## config.mk

```make
export PLATFORM = sky130hd
export DESIGN_NAME = ts_gen_ml
export DESIGN_NICKNAME = d
export VERILOG_FILES = /design/src/rtl/ts_gen_ml_pkg.sv /design/src/rtl/ts_lane_fmt.sv /design/src/rtl/ts_gen_ml.sv
export SDC_FILE = /design/constraint.sdc
export NUM_CORES = 1
export LEC_CHECK = 0
export ABC_AREA = 1
export ABC_CLOCK_PERIOD_IN_PS = 2800
export BUFFER_PORTS_ARGS = -buffer_cell sky130_fd_sc_hd__buf_2
export CAP_MARGIN = 0
export CORE_AREA = 2 2 214 216
export CTS_CLUSTER_SIZE = 10
export DETAILED_ROUTE_END_ITERATION = 10
export DIE_AREA = 0 0 216 218
export PLACE_DENSITY_LB_ADDON = 0.12
export SLEW_MARGIN = 40
export SYNTH_ARGS = -nofsm -noshare
export SYNTH_HDL_FRONTEND = slang
export SYNTH_SLANG_ARGS = --single-unit
```

## constraint.sdc

```tcl
create_clock -name clk -period 2.8 [get_ports clk]
set_clock_uncertainty 0.05 [all_clocks]
set_input_delay 0.42 -clock clk [delete_from_list [all_inputs] [get_ports clk]]
set_output_delay 0.42 -clock clk [all_outputs]
set_load 0.1 [all_outputs]
```

## src/rtl/ts_gen_ml_pkg.sv

```systemverilog
// Shared constants and state encoding for the multi-lane training-set generator.
// Symbol values follow the PCIe TS1/TS2 ordered-set layout.
package ts_gen_ml_pkg;

  localparam logic [7:0] COM       = 8'hBC;
  localparam logic [7:0] PAD       = 8'hF7;
  localparam logic [7:0] TS1_IDTFR = 8'h4A;
  localparam logic [7:0] TS2_IDTFR = 8'h45;
  localparam logic [7:0] N_FTS     = 8'hFF;

  localparam int LANE_W = 8;
  localparam int TS_W   = 128;

  typedef enum logic [1:0] {
    ST_IDLE = 2'd0,
    ST_LOAD = 2'd1,
    ST_SEND = 2'd2
  } ts_state_t;

  function automatic logic [7:0] ts_ident(input logic ts_type);
    return ts_type ? TS2_IDTFR : TS1_IDTFR;
  endfunction

endpackage

```

## src/rtl/ts_lane_fmt.sv

```systemverilog
// Combinational builder of one 16-symbol TS1/TS2 for a single lane.
// Symbol 0 is placed in the most significant byte.
module ts_lane_fmt
  import ts_gen_ml_pkg::*;
#(
  parameter logic [5:0] RATE_SUPPORT = 6'b000001
) (
  input  logic              i_link_vld,
  input  logic [7:0]        i_link_num,
  input  logic              i_lane_vld,
  input  logic [LANE_W-1:0] i_lane_num,
  input  logic              i_ts_type,
  output logic [TS_W-1:0]   o_ts
);

  logic [7:0] w_sym1;
  logic [7:0] w_sym2;
  logic [7:0] w_ident;

  assign w_sym1  = i_link_vld ? i_link_num : PAD;
  assign w_sym2  = i_lane_vld ? i_lane_num : PAD;
  assign w_ident = ts_ident(i_ts_type);

  assign o_ts = {COM, w_sym1, w_sym2, N_FTS, {2'b00, RATE_SUPPORT}, 8'h00,
                 {10{w_ident}}};

endmodule

```

## src/rtl/ts_gen_ml.sv

```systemverilog
// Multi-lane TS generator: FSM, sent counter, acks and the registered per-lane TS.
// All lanes transmit in lockstep; any full FIFO stalls every lane.
module ts_gen_ml
  import ts_gen_ml_pkg::*;
#(
  parameter int         NUM_LANES    = 4,
  parameter int         CNT_W        = 16,
  parameter logic [5:0] RATE_SUPPORT = 6'b000001
) (
  input  logic                      clk,
  input  logic                      rst,
  input  logic                      ts_update,
  output logic                      ts_update_ack,
  input  logic                      ts_stop,
  input  logic                      ts_type,
  input  logic [7:0]                link_num,
  input  logic                      link_vld,
  input  logic                      lane_vld,
  input  logic                      lane_rev,
  input  logic                      tsa_update,
  output logic                      tsa_update_ack,
  input  logic [CNT_W-1:0]          target,
  output logic                      sent_enough,
  output logic [NUM_LANES-1:0]      ts_valid,
  output logic [TS_W*NUM_LANES-1:0] ts,
  input  logic [NUM_LANES-1:0]      fifo_full
);

  ts_state_t r_state;
  ts_state_t w_state_nxt;

  logic                      r_upd_hold;
  logic                      r_ts_ack;
  logic                      r_tsa_ack;
  logic                      r_valid;
  logic                      r_sent;
  logic                      r_ts_type;
  logic [CNT_W-1:0]          r_cnt;
  logic [CNT_W-1:0]          r_target;
  logic [TS_W*NUM_LANES-1:0] r_ts;

  logic                      w_load;
  logic                      w_fld;
  logic                      w_type_sel;
  logic                      w_cnt_max;
  logic [TS_W*NUM_LANES-1:0] w_ts_bld;

  // A held ts_update is accepted once; it must drop before it can load again.
  assign w_load     = ts_update & ~r_upd_hold & ~ts_stop;
  assign w_fld      = tsa_update & ~ts_stop;
  assign w_type_sel = w_load ? ts_type : r_ts_type;
  assign w_cnt_max  = (r_cnt == {CNT_W{1'b1}});

  for (genvar g = 0; g < NUM_LANES; g++) begin : g_lane
    localparam logic [LANE_W-1:0] LN_FWD = LANE_W'(g);
    localparam logic [LANE_W-1:0] LN_REV = LANE_W'(NUM_LANES - 1 - g);

    logic [LANE_W-1:0] w_lane_num;

    assign w_lane_num = lane_rev ? LN_REV : LN_FWD;

    ts_lane_fmt #(
      .RATE_SUPPORT(RATE_SUPPORT)
    ) u_fmt (
      .i_link_vld(link_vld),
      .i_link_num(link_num),
      .i_lane_vld(lane_vld),
      .i_lane_num(w_lane_num),
      .i_ts_type (w_type_sel),
      .o_ts      (w_ts_bld[TS_W*g +: TS_W])
    );
  end

  always_comb begin
    w_state_nxt = r_state;
    if (ts_stop) begin
      w_state_nxt = ST_IDLE;
    end else if (w_load) begin
      w_state_nxt = ST_LOAD;
    end else begin
      case (r_state)
        ST_IDLE: w_state_nxt = ST_IDLE;
        ST_LOAD: w_state_nxt = ST_SEND;
        ST_SEND: w_state_nxt = ST_SEND;
        default: w_state_nxt = ST_IDLE;
      endcase
    end
  end

  always_ff @(posedge clk) begin
    if (rst) begin
      r_state    <= ST_IDLE;
      r_upd_hold <= 1'b0;
      r_ts_ack   <= 1'b0;
      r_tsa_ack  <= 1'b0;
      r_valid    <= 1'b0;
      r_sent     <= 1'b0;
      r_ts_type  <= 1'b0;
      r_cnt      <= '0;
      r_target   <= '0;
      r_ts       <= '0;
    end else begin
      r_state    <= w_state_nxt;
      r_upd_hold <= w_load | (r_upd_hold & ts_update);
      r_ts_ack   <= w_load;
      r_tsa_ack  <= w_fld;
      r_valid    <= (w_state_nxt == ST_SEND) & ~|fifo_full;

      if (w_load | w_fld) begin
        r_ts <= w_ts_bld;
      end
      if (w_load) begin
        r_ts_type <= ts_type;
        r_target  <= target;
      end

      // The beat presented this cycle is counted even if a stop arrives with it.
      if (w_load) begin
        r_cnt <= '0;
      end else if (r_valid && !w_cnt_max) begin
        r_cnt <= r_cnt + 1'b1;
      end

      if (w_load) begin
        r_sent <= 1'b0;
      end else if (!ts_stop && r_state != ST_IDLE && r_cnt >= r_target) begin
        r_sent <= 1'b1;
      end
    end
  end

  assign ts_update_ack  = r_ts_ack;
  assign tsa_update_ack = r_tsa_ack;
  assign sent_enough    = r_sent;
  assign ts_valid       = {NUM_LANES{r_valid}};
  assign ts             = r_ts;

endmodule
```

==> metrics.md <==
| Metric | Value |
|---|---|
| Layout Cells excl Fill | 1503 |
| Most frequent cells in the layout | buf_2 (359), conb_1 (196), nand2_1 (85), dfxtp_1 (50), inv_1 (44) |
| Worst skew pair latency | 0.31 ns |
| Ratio of cells with drive above 1 in the final layout | 0.427 |
| Setup violations, final | 0 |
| Sequential area share after synthesis | 0.168 |
| Post-synth EDFFs | 0 |
| Final worst path period need | 2.20 ns |
| Period utilisation layout | 0.787 |
| Crit path max fanout | 60 |
| DRT met1 WL | 6100 um |
| Gpl congestion | 0.671 |
| CP max stage delay | 0.67 ns |
| Finished Cell Area | 6010 um^2 |
| Drt pass-1 iters | 4 |
| DRT iter0 DRCs | 107 |
| Pin count of the biggest net entering global routing | 81 |
| Top Metal Used | met4 |
| Maximum clock rate | 0.454 GHz |
| Synth Flop Type | dfxtp_1 |
| Slew HR | 0.615 |
| # diodes | 0 |
| Ranking of synthesized cells by area | buf_4 (60%), dfxtp_1 (17%), nand2_1 (5.0%) |
| TritonCTS clock tree | done |
| CP max-delay cell | dfxtp_2 |
| Max Buffers Root-to-Sink | 2 |
| Worst path top cell family by delay | buffers and inverters |
| Total power | 5.77 mW |
| Sum Neg Setup Slack | 0 ns |
| Synthesized area | 6320 um^2 |
| Starting Density | 0.141 |
| FILL cells | 5270 |
| Unrepaired setup endpoints after global routing | false |
| Final Hold Fails | 0 |
| Vias in the first global route | 3167 |
| Routed wl met2 | 8510 um |
| Die width | 216 um |
| Die Y | 218 um |
| First-pass GRT wire length | 20700 um |
| Status | complete, no violations |
| Global route overflow | 0 |
| Tightest Pin Transition | 0.577 ns |
| Yosys reg bits | 53 |
| Top Ports | 556 |
| Asr flop ratio synth | 0 |
| Peak supply drop | 0.468 mV |
| Root Buffer | clkbuf_16 |
| Pwr dens | 959 nW/um^2 |
| Clk sinks | 53 |
| Vias | 4009 |
| DIE AREA | 47100 um^2 |
| CP arrival | 1.73 ns |
| Leading area contributor after synthesis | buf_4 |
| Yosys cell types | 30 |
| Cell count after synthesis | 845 |
| Top-area cell type share of the netlist area | 0.596 |
| DP Area | 5850 um^2 |
| Crit end category | primary output |
| Antenna Violating Nets Remaining | 0 |
| Rows | 78 |
| Critical path buffers and inverters | 2 |
| Core outline area | 44900 um^2 |
| Yosys Warn Count | 0 |
| WL/cell | 10.5 um |
| Crit path required time | 2.33 ns |
| Max cap viols | 0 |
| GRT Total Usage | 0.0587 |
| Critical Path, Cell by Cell | buf_12 -> buf_2 |
| Num CTS Buffers | 5 |
| Min-Delay Path Class | in2reg |
| Initial antenna violation count | 0 |
| Critical path class | reg2out |
| Syn-to-layout area delta | -4.89% |
| Detailed placer's ending HPWL | 13000 um |
| Fin nets | 957 |
| Max Transition Viols Final | 0 |
| Hold-fix buffers, CTS | 0 |
| Worst hold margin | 0.253 ns |
| Vias/cell | 2.67 |
| Mapped Avg Cell Area | 7.48 um^2 |
| # resized after CTS | 0 |
| Most common cell after layout, fill and taps aside | buf_2 |
| Pleak | 3.52 nW |
| Critical Path Source Type | register |
| Drt drc | 0 |
| Metal3 WL | 1070 um |
| Routed WL | 15800 um |
| Port Buffers | 359 |
| Post-CTS Setup Bufs | 0 |
| Placed insts | 1495 |
| Htree depth | 2 |
| Worst-path clk slew | 0.08 ns |
| Reg-to-reg setup timing slack | 0.98 ns |
[kinds of logic after synthesis]
logic type	Yosys count	share of synthesized area
other	1	0.000593
muxes	1	0.00158
buffers and inverters	556	0.632
and+or+nand+nor	141	0.0972
adders and majority gates	18	0.0356
AOI/OAI and AO/OA	68	0.0554
DFF	53	0.168
xor gates and xnor gates	7	0.00970
[tightest hold or removal path, cell delays in order]
cell and delay (ns):
buf_2 0.07, nand2_1 0.04, o21ai_0 0.05
[report_power, final]
part | leakage, nW | internal (mW) | total (mW) | switching (mW)
registers | 0.433 | 0.785 | 0.831 | 0.0468
logic | 3.01 | 0.283 | 4.23 | 3.94
clock network | 0.0775 | 0.363 | 0.707 | 0.344
total | 3.52 | 1.43 | 5.77 | 4.33
[through the flow]
stage	setup WS [ns]	utilization
2_1_floorplan	0.396	-
3_3_place_gp	0.810	0.130
3_5_place_dp	0.830	0.130
4_1_cts	0.536	0.134
5_1_grt	0.465	0.134
6_report	0.598	0.134
[state kept, by name (all words and copies together), names as in the netlist]
register / count
r_upd_hold: 1
r_target: 16
r_cnt: 16
sent_enough: 1
ts: 14
r_state: 2
r_valid: 1
r_ts_type: 1
tsa_update_ack: 1
[metal layers]
metal | vias to the layer above | GRT usage
met5 | - | 0
met4 | 0 | 0.00890
met3 | 8 | 0.0170
met2 | 204 | 0.110
met1 | 1763 | 0.0667
li1 | 2034 | -
[synthesized netlist by cell type (3+ instances only)]
| master | instances |
|---|---|
| buf_4 | 502 |
| nand2_1 | 85 |
| dfxtp_1 | 53 |
| inv_1 | 44 |
| o21ai_0 | 36 |
| a21oi_1 | 28 |
| nor2_1 | 27 |
| ha_1 | 18 |
| nor3_1 | 8 |
| nand3_1 | 6 |
| xor2_1 | 6 |
| buf_2 | 4 |
| nand3_2 | 3 |
| nand4_1 | 3 |
[cell type report]
| class | instances | area (um^2) | area share |
|---|---|---|---|
| multi-input combinational | 431 | 2000 | 0.332 |
| timing repair buffer | 365 | 1870 | 0.311 |
| clock buffer | 6 | 139 | 0.0231 |
| tap | 600 | 751 | 0.125 |
| clock inverter | 2 | 17.5 | 0.00291 |
| inverter | 46 | 175 | 0.0291 |
| sequential | 53 | 1060 | 0.177 |
[path summary, 6_finish.rpt]
path | cells past startpoint | startpoint | end
max | 2 | ts[487] | ts[486]
min | 3 | target[11] | r_target[11]
max reg2reg | 10 | r_cnt[1] | r_cnt[8]
min reg2reg | 2 | sent_enough | sent_enough
Note: power is estimated with default switching activity, not from simulation.
